--- config.mk ---
export PLATFORM = sky130hd
export DESIGN_NAME = bicubic_stream_sequencer
export DESIGN_NICKNAME = d
export VERILOG_FILES = /design/src/rtl/bicubic_stream_sequencer.sv
export SDC_FILE = /design/constraint.sdc
export NUM_CORES = 1
export LEC_CHECK = 0
export CAP_MARGIN = 20
export CELL_PAD_IN_SITES_DETAIL_PLACEMENT = 1
export CELL_PAD_IN_SITES_GLOBAL_PLACEMENT = 2
export CORE_MARGIN = 8
export CORE_UTILIZATION = 32
export DETAILED_ROUTE_END_ITERATION = 8
export PLACE_DENSITY = 0.77
export SYNTH_ARGS = -nofsm -noshare
export SYNTH_HDL_FRONTEND = slang
export SYNTH_SLANG_ARGS = --single-unit
--- constraint.sdc ---
create_clock -name clk -period 2.9 [get_ports clk]
set_input_delay 0.58 -clock clk [delete_from_list [all_inputs] [get_ports clk]]
set_output_delay 0.58 -clock clk [all_outputs]
set_load 0.02 [all_outputs]
--- src/rtl/bicubic_stream_sequencer.sv ---
// bicubic_stream_sequencer: frame-locking front end for the bicubic core's AXI-Stream input.
// Defining BICUBIC_SEQ_PAD_EN builds edge-replication padding for short lines; otherwise they flush.
module bicubic_stream_sequencer #(
  parameter int IMAGE_WIDTH  = 960,
  parameter int IMAGE_HEIGHT = 540,
  parameter int PIXEL_WIDTH  = 8,
  parameter int FLUSH_CYCLES = 4,
  parameter int CNT_WIDTH    = 16
) (
  input  logic                   clk,
  input  logic                   aresetn,
  input  logic                   enable,
  input  logic [PIXEL_WIDTH-1:0] s_axis_tdata,
  input  logic                   s_axis_tvalid,
  input  logic                   s_axis_tuser,
  input  logic                   s_axis_tlast,
  output logic                   s_axis_tready,
  output logic [PIXEL_WIDTH-1:0] m_axis_tdata,
  output logic                   m_axis_tvalid,
  output logic                   m_axis_tuser,
  output logic                   m_axis_tlast,
  input  logic                   m_axis_tready,
  output logic                   sclr,
  output logic                   busy,
  output logic [CNT_WIDTH-1:0]   frame_count,
  output logic [CNT_WIDTH-1:0]   err_count
);

  localparam int XW = $clog2(IMAGE_WIDTH);
  localparam int YW = (IMAGE_HEIGHT > 1) ? $clog2(IMAGE_HEIGHT) : 1;
  localparam int FW = (FLUSH_CYCLES > 1) ? $clog2(FLUSH_CYCLES) : 1;
  localparam logic [XW-1:0] X_LAST = XW'(IMAGE_WIDTH - 1);
  localparam logic [YW-1:0] Y_LAST = YW'(IMAGE_HEIGHT - 1);
  localparam logic [FW-1:0] F_LAST = FW'(FLUSH_CYCLES - 1);

  typedef enum logic [2:0] {
    IDLE, WAIT_SOF, ACTIVE, DROP, FLUSH
`ifdef BICUBIC_SEQ_PAD_EN
    , PAD
`endif
  } state_t;

  state_t          state, state_nxt;
  logic [XW-1:0]   x, x_nxt;
  logic [YW-1:0]   y, y_nxt;
  logic [FW-1:0]   flush_cnt;
  logic            fwd, accept, pad_out, err_inc, frame_inc, line_done;
  logic            x_last, at_origin, short_line;

  assign x_last     = (x == X_LAST);
  assign at_origin  = (x == '0) && (y == '0);
  // tuser at a non-origin position is handled as early SOF before tlast is considered
  assign short_line = s_axis_tlast && !x_last && !s_axis_tuser;

  always_comb begin
    state_nxt = state;
    x_nxt     = x;
    y_nxt     = y;
    fwd       = 1'b0;
    accept    = 1'b0;
    pad_out   = 1'b0;
    err_inc   = 1'b0;
    frame_inc = 1'b0;
    line_done = 1'b0;
    case (state)
      IDLE: if (enable) state_nxt = WAIT_SOF;
      WAIT_SOF: begin
        if (!enable) begin
          state_nxt = IDLE;
        end else if (s_axis_tuser) begin
          fwd = 1'b1;
          if (s_axis_tvalid && m_axis_tready) begin
            x_nxt     = XW'(1);
            state_nxt = ACTIVE;
          end
        end else begin
          accept = 1'b1;
        end
      end
      ACTIVE: begin
        if (s_axis_tuser && !at_origin) begin
          if (s_axis_tvalid) begin
            err_inc   = 1'b1;
            state_nxt = FLUSH;
          end
        end else if (short_line) begin
`ifdef BICUBIC_SEQ_PAD_EN
          fwd = 1'b1;
          if (s_axis_tvalid && m_axis_tready) begin
            err_inc   = 1'b1;
            x_nxt     = x + 1'b1;
            state_nxt = PAD;
          end
`else
          accept = 1'b1;
          if (s_axis_tvalid) begin
            err_inc   = 1'b1;
            state_nxt = FLUSH;
          end
`endif
        end else begin
          fwd = 1'b1;
          if (s_axis_tvalid && m_axis_tready) begin
            if (!x_last) begin
              x_nxt = x + 1'b1;
            end else if (s_axis_tlast) begin
              line_done = 1'b1;
            end else begin
              err_inc   = 1'b1;
              state_nxt = DROP;
            end
          end
        end
      end
`ifdef BICUBIC_SEQ_PAD_EN
      PAD: begin
        pad_out = 1'b1;
        if (m_axis_tready) begin
          if (x_last) line_done = 1'b1;
          else        x_nxt = x + 1'b1;
        end
      end
`endif
      DROP: begin
        // an SOF here is left pending so it can open the next frame after the flush
        if (s_axis_tvalid && s_axis_tuser) begin
          state_nxt = FLUSH;
        end else begin
          accept = 1'b1;
          if (s_axis_tvalid && s_axis_tlast) line_done = 1'b1;
        end
      end
      FLUSH: if (flush_cnt == F_LAST) state_nxt = WAIT_SOF;
      default: state_nxt = IDLE;
    endcase

    if (line_done) begin
      x_nxt = '0;
      if (y == Y_LAST) begin
        y_nxt     = '0;
        frame_inc = 1'b1;
        state_nxt = enable ? WAIT_SOF : IDLE;
      end else begin
        y_nxt     = y + 1'b1;
        state_nxt = ACTIVE;
      end
    end
    if (state_nxt == FLUSH) begin
      x_nxt = '0;
      y_nxt = '0;
    end
  end

  always_ff @(posedge clk or negedge aresetn) begin
    if (!aresetn) begin
      state       <= IDLE;
      x           <= '0;
      y           <= '0;
      flush_cnt   <= '0;
      frame_count <= '0;
      err_count   <= '0;
    end else begin
      state     <= state_nxt;
      x         <= x_nxt;
      y         <= y_nxt;
      flush_cnt <= (state == FLUSH) ? flush_cnt + 1'b1 : '0;
      if (frame_inc) frame_count <= frame_count + 1'b1;
      if (err_inc && (err_count != '1)) err_count <= err_count + 1'b1;
    end
  end

`ifdef BICUBIC_SEQ_PAD_EN
  logic [PIXEL_WIDTH-1:0] held;

  always_ff @(posedge clk or negedge aresetn) begin
    if (!aresetn) held <= '0;
    else if (state == ACTIVE && short_line && fwd && s_axis_tvalid && m_axis_tready) held <= s_axis_tdata;
  end

  assign m_axis_tdata = pad_out ? held : s_axis_tdata;
  assign busy         = (state == ACTIVE) || (state == PAD) || (state == DROP);
`else
  assign m_axis_tdata = s_axis_tdata;
  assign busy         = (state == ACTIVE) || (state == DROP);
`endif

  assign s_axis_tready = accept || (fwd && m_axis_tready);
  assign m_axis_tvalid = pad_out || (fwd && s_axis_tvalid);
  assign m_axis_tuser  = m_axis_tvalid && at_origin;
  assign m_axis_tlast  = m_axis_tvalid && x_last;
  assign sclr          = (state == FLUSH);

endmodule

==> results.md <==
* Nets at 466
* CP startpoint kind: input pin
* Power per cell area at 571 mW/mm^2
* Post-route minimum period at between 3 and 4 ns
* GPL Wtd Cong at between 0.8 and 0.9
* FF-to-FF End: state[1]$_DFF_PN0_
* Post-synthesis instance total at roughly 340
* Syn avg cell area at about 9.5 sq um
* Hold Fails Final Rpt at 0
* Io pins at 61
* Non-filler cells, final at between 500 and 600
* Reg2Reg Setup Slack at -0.14 ns
* Sum Neg Setup Slack at -0.739 ns
* M1 GR Usage at roughly a fifth
* Initial DRT Pass Iterations at 4
* Ys flop type: dfrtp_1
* RSZ-0062 raised after global routing: yes
* Reg2reg path depth at 18
* Sw frac at a little under a third
* H-tree depth at 3
* Final WL at 9.62 mm
* Worst setup EP type: register
* CTS tree: done
* Hold crit path type: input pin to asynchronous set/reset pin
* Psw at approximately 800 uW
* Leading area contributor after synthesis: dfrtp_1
* Reg power frac at a little over a third
* Internal power at roughly 1800 uW
* Max Freq at 325 MHz
* Data required, critical path at approximately 3.1 ns
* Clock latency on the worst-skew pair at roughly 0.34 ns
* Max_cap viols at 0
* Slew HR at between 40% and 50%
* Synth area leaders: dfrtp_1 (44%), xor2_1 (5.4%), nand2_1 (4.9%)
* DP Wirelength at a little under 7 mm
* Met2 usage at between 20% and 30%
* Area of the core at 0.00982 sq mm
* Mapped Area at between 0.003 and 0.004 sq mm
* Slowest stage delay, CP at between 0.5 and 0.6 ns
* Clock power share at approximately a third
* DRC at 0
* CP bufs+invs at 12
* Share of Yosys cell area claimed by the top area cell type at between 40% and 50%
* Synth warn at 0
* CTS sink count at 57
* Die X at between 100 and 150 um
* Fraction of layout cells with a size suffix above 1 at a little over a quarter
* Sequential element share of the synthesized area at between 40 and 50%
* Largest net degree at the start of global routing at between 40 and 50
* Die footprint at between 0.01 and 0.015 sq mm
* Critical path's most frequent cell: buf_4
* Post-route ant nets at 0
* Dpl cells at 550
* Busiest grt layer: met2
* Yosys reg bits at 57
* Remaining Overflow, GRT at 0
* Worst-path clk slew at 0.07 ns
* Worst-margin pin slew at between 0.8 and 0.9 ns
* Async S/R FF share, synth at 100%
* Post-synth EDFFs at 0
* Status: complete, but fails checks
* Worst Skew at a little over 0.009 ns
* Synthesis-to-finish area growth at 40.6%
* Tot GR Track Use at approximately 15%
* CTS Buffer Depth at 2
* Drt via density at about 5
* Final total power at 2600 uW
* Combinational share of power at a little under a third
* Final WS setup at -0.173 ns
* Met3 Track Usage GR at 2.64%
* Initial antenna violation count at 0
* Iter 0 DRT Violations at 83
* Slowest stage cell, crit path: clkdlybuf4s50_1
* CTS root buffer: clkbuf_8
* Static Leak at ~0.0021 uW
* Cell with the most instances after synthesis: dfrtp_1
* Via count at about 2.9k
* Yosys cell types at 57
* Worst vdd ir at 0.240 mV
* Mapped Nets at between 300 and 400
* Vias in the first global route at around 3.1k
* DR WL/cell at 16.6 um
* Fin. max-slew vios at 0
* Antenna diode count at 0
* Starting Density at roughly 33%
* Crit path kind: input pin to register
* Crit Reg-Reg Startpoint: y[7]$_DFFE_PN0P_
* Failing checks: negative setup slack
* First-pass GRT wire length at ~16 mm
* Site Rows at 36
* CTS buffer count at 9
* Worst path top cell family by delay: buffers and inverters
* Worst-path fanout max at 4
* Crit share post-route at 106%
* Die H at about 120 um
* Number of I/O port buffers at 44
* # setup viols final at 5
* Pre-CTS setup slack at -0.569 ns
* WP data arrival at roughly 3.3 ns
* Synth top cells by count: dfrtp_1 (57), nand2_1 (42), nor2_1 (31)
* CP Cell Sequence: clkdlybuf4s50_1 > a21bo_1 > nand2_2 > a21oi_4 > buf_4 > buf_4 > buf_4 > buf_4 > buf_4 > buf_4 > buf_4 > buf_4 > buf_4 > buf_4 > buf_4 > o311ai_2 > nand2_1
## worst max-delay path by stage
| stage | from | endpoint | slack, ns | cells after the start |
|---|---|---|---|---|
| after floorplan | x[0]$_DFFE_PN0P_ | m_axis_tuser | 0.06 | 9 |
| after global placement | x[0]$_DFFE_PN0P_ | m_axis_tlast | -0.44 | 11 |
| after detailed placement | x[0]$_DFFE_PN0P_ | m_axis_tlast | -0.57 | 11 |
| after CTS | y[7]$_DFFE_PN0P_ | m_axis_tlast | -0.16 | 9 |
| after global routing | x[1]$_DFFE_PN0P_ | m_axis_tuser | -0.28 | 10 |
| final | s_axis_tuser | state[1]$_DFF_PN0_ | -0.17 | 17 |
## state kept, by name, indices dropped and copies added, names as in the netlist
register and count:
flush_cnt 2, y 10, state 3, frame_count 16
err_count 16, x 10
## layer usage
metal | share of wire [%] | vias to the layer above
met3 | 3.7 | 14
met1 | 45 | 1420
met5 | 0 | -
li1 | - | 1400
met2 | 49 | 47
met4 | 2.0 | 0
## power groups by stage
stage	Clock, uW	Sequential [uW]	Combinational, uW
CTS	918	918	735
floorplan	0	935	322
finish	898	919	785
global route	953	927	855
detailed placement	0	930	607
global placement	0	921	596
## logic make-up (layout without fill, tap and decap cells)
| family | after synthesis | after routing | synth area share, % |
|---|---|---|---|
| AOI/OAI and AO/OA | 54 | 54 | 11.6 |
| and+or+nand+nor | 159 | 159 | 26.7 |
| adders and majority gates | 7 | 7 | 2.70 |
| xor gates and xnor gates | 35 | 35 | 9.46 |
| DFF | 57 | 57 | 44.0 |
| buffers and inverters | 27 | 134 | 4.79 |
| muxes | 2 | 2 | 0.695 |
## layout make-up
cell class / instances / area (sq um)
well taps: 133 / 166
multi-input cells: 257 / 1760
fillers: 1146 / 5260
clock inverters: 6 / 108
clock buffers: 9 / 124
flip-flops and latches: 57 / 1430
repair buffers: 109 / 936
inverters: 10 / 37.5
## what timing repair did
item | 4_1_cts | 5_1_grt
hold buffers | 0 | 0
buffers inserted | 14 | 2
hold endpoints to repair | 0 | 0
pin swaps | 6 | 1
resized for setup | 36 | 15
setup endpoints to repair | 4 | 5
## per-stage QoR
stage          util [%]  hold slack (ns)  instance area, sq um
3_5_place_dp       41.8            0.436                  4100
2_1_floorplan         -            0.284                  3250
6_report           46.4            0.360                  4560
5_1_grt            46.4            0.429                  4560
4_1_cts            45.7            0.392                  4480
3_3_place_gp       41.8            0.425                  4100
## cell usage in the layout, fill, tap and decap left out, types with 9 or more instances in the layout
| cell type | synthesis | final |
|---|---|---|
| nor2_1 | 31 | 30 |
| dfrtp_1 | 57 | 57 |
| clkdlybuf4s50_1 | 0 | 39 |
| nor3_1 | 13 | 13 |
| and3_1 | 9 | 9 |
| nand2_1 | 42 | 39 |
| clkbuf_8 | 0 | 9 |
| a21oi_1 | 14 | 13 |
| buf_4 | 8 | 64 |
| nand4_1 | 10 | 10 |
| nand3_1 | 16 | 16 |
| o21ai_0 | 12 | 11 |
| xnor2_1 | 15 | 15 |
| xor2_1 | 20 | 20 |
Note: power is estimated with default switching activity, not from simulation.
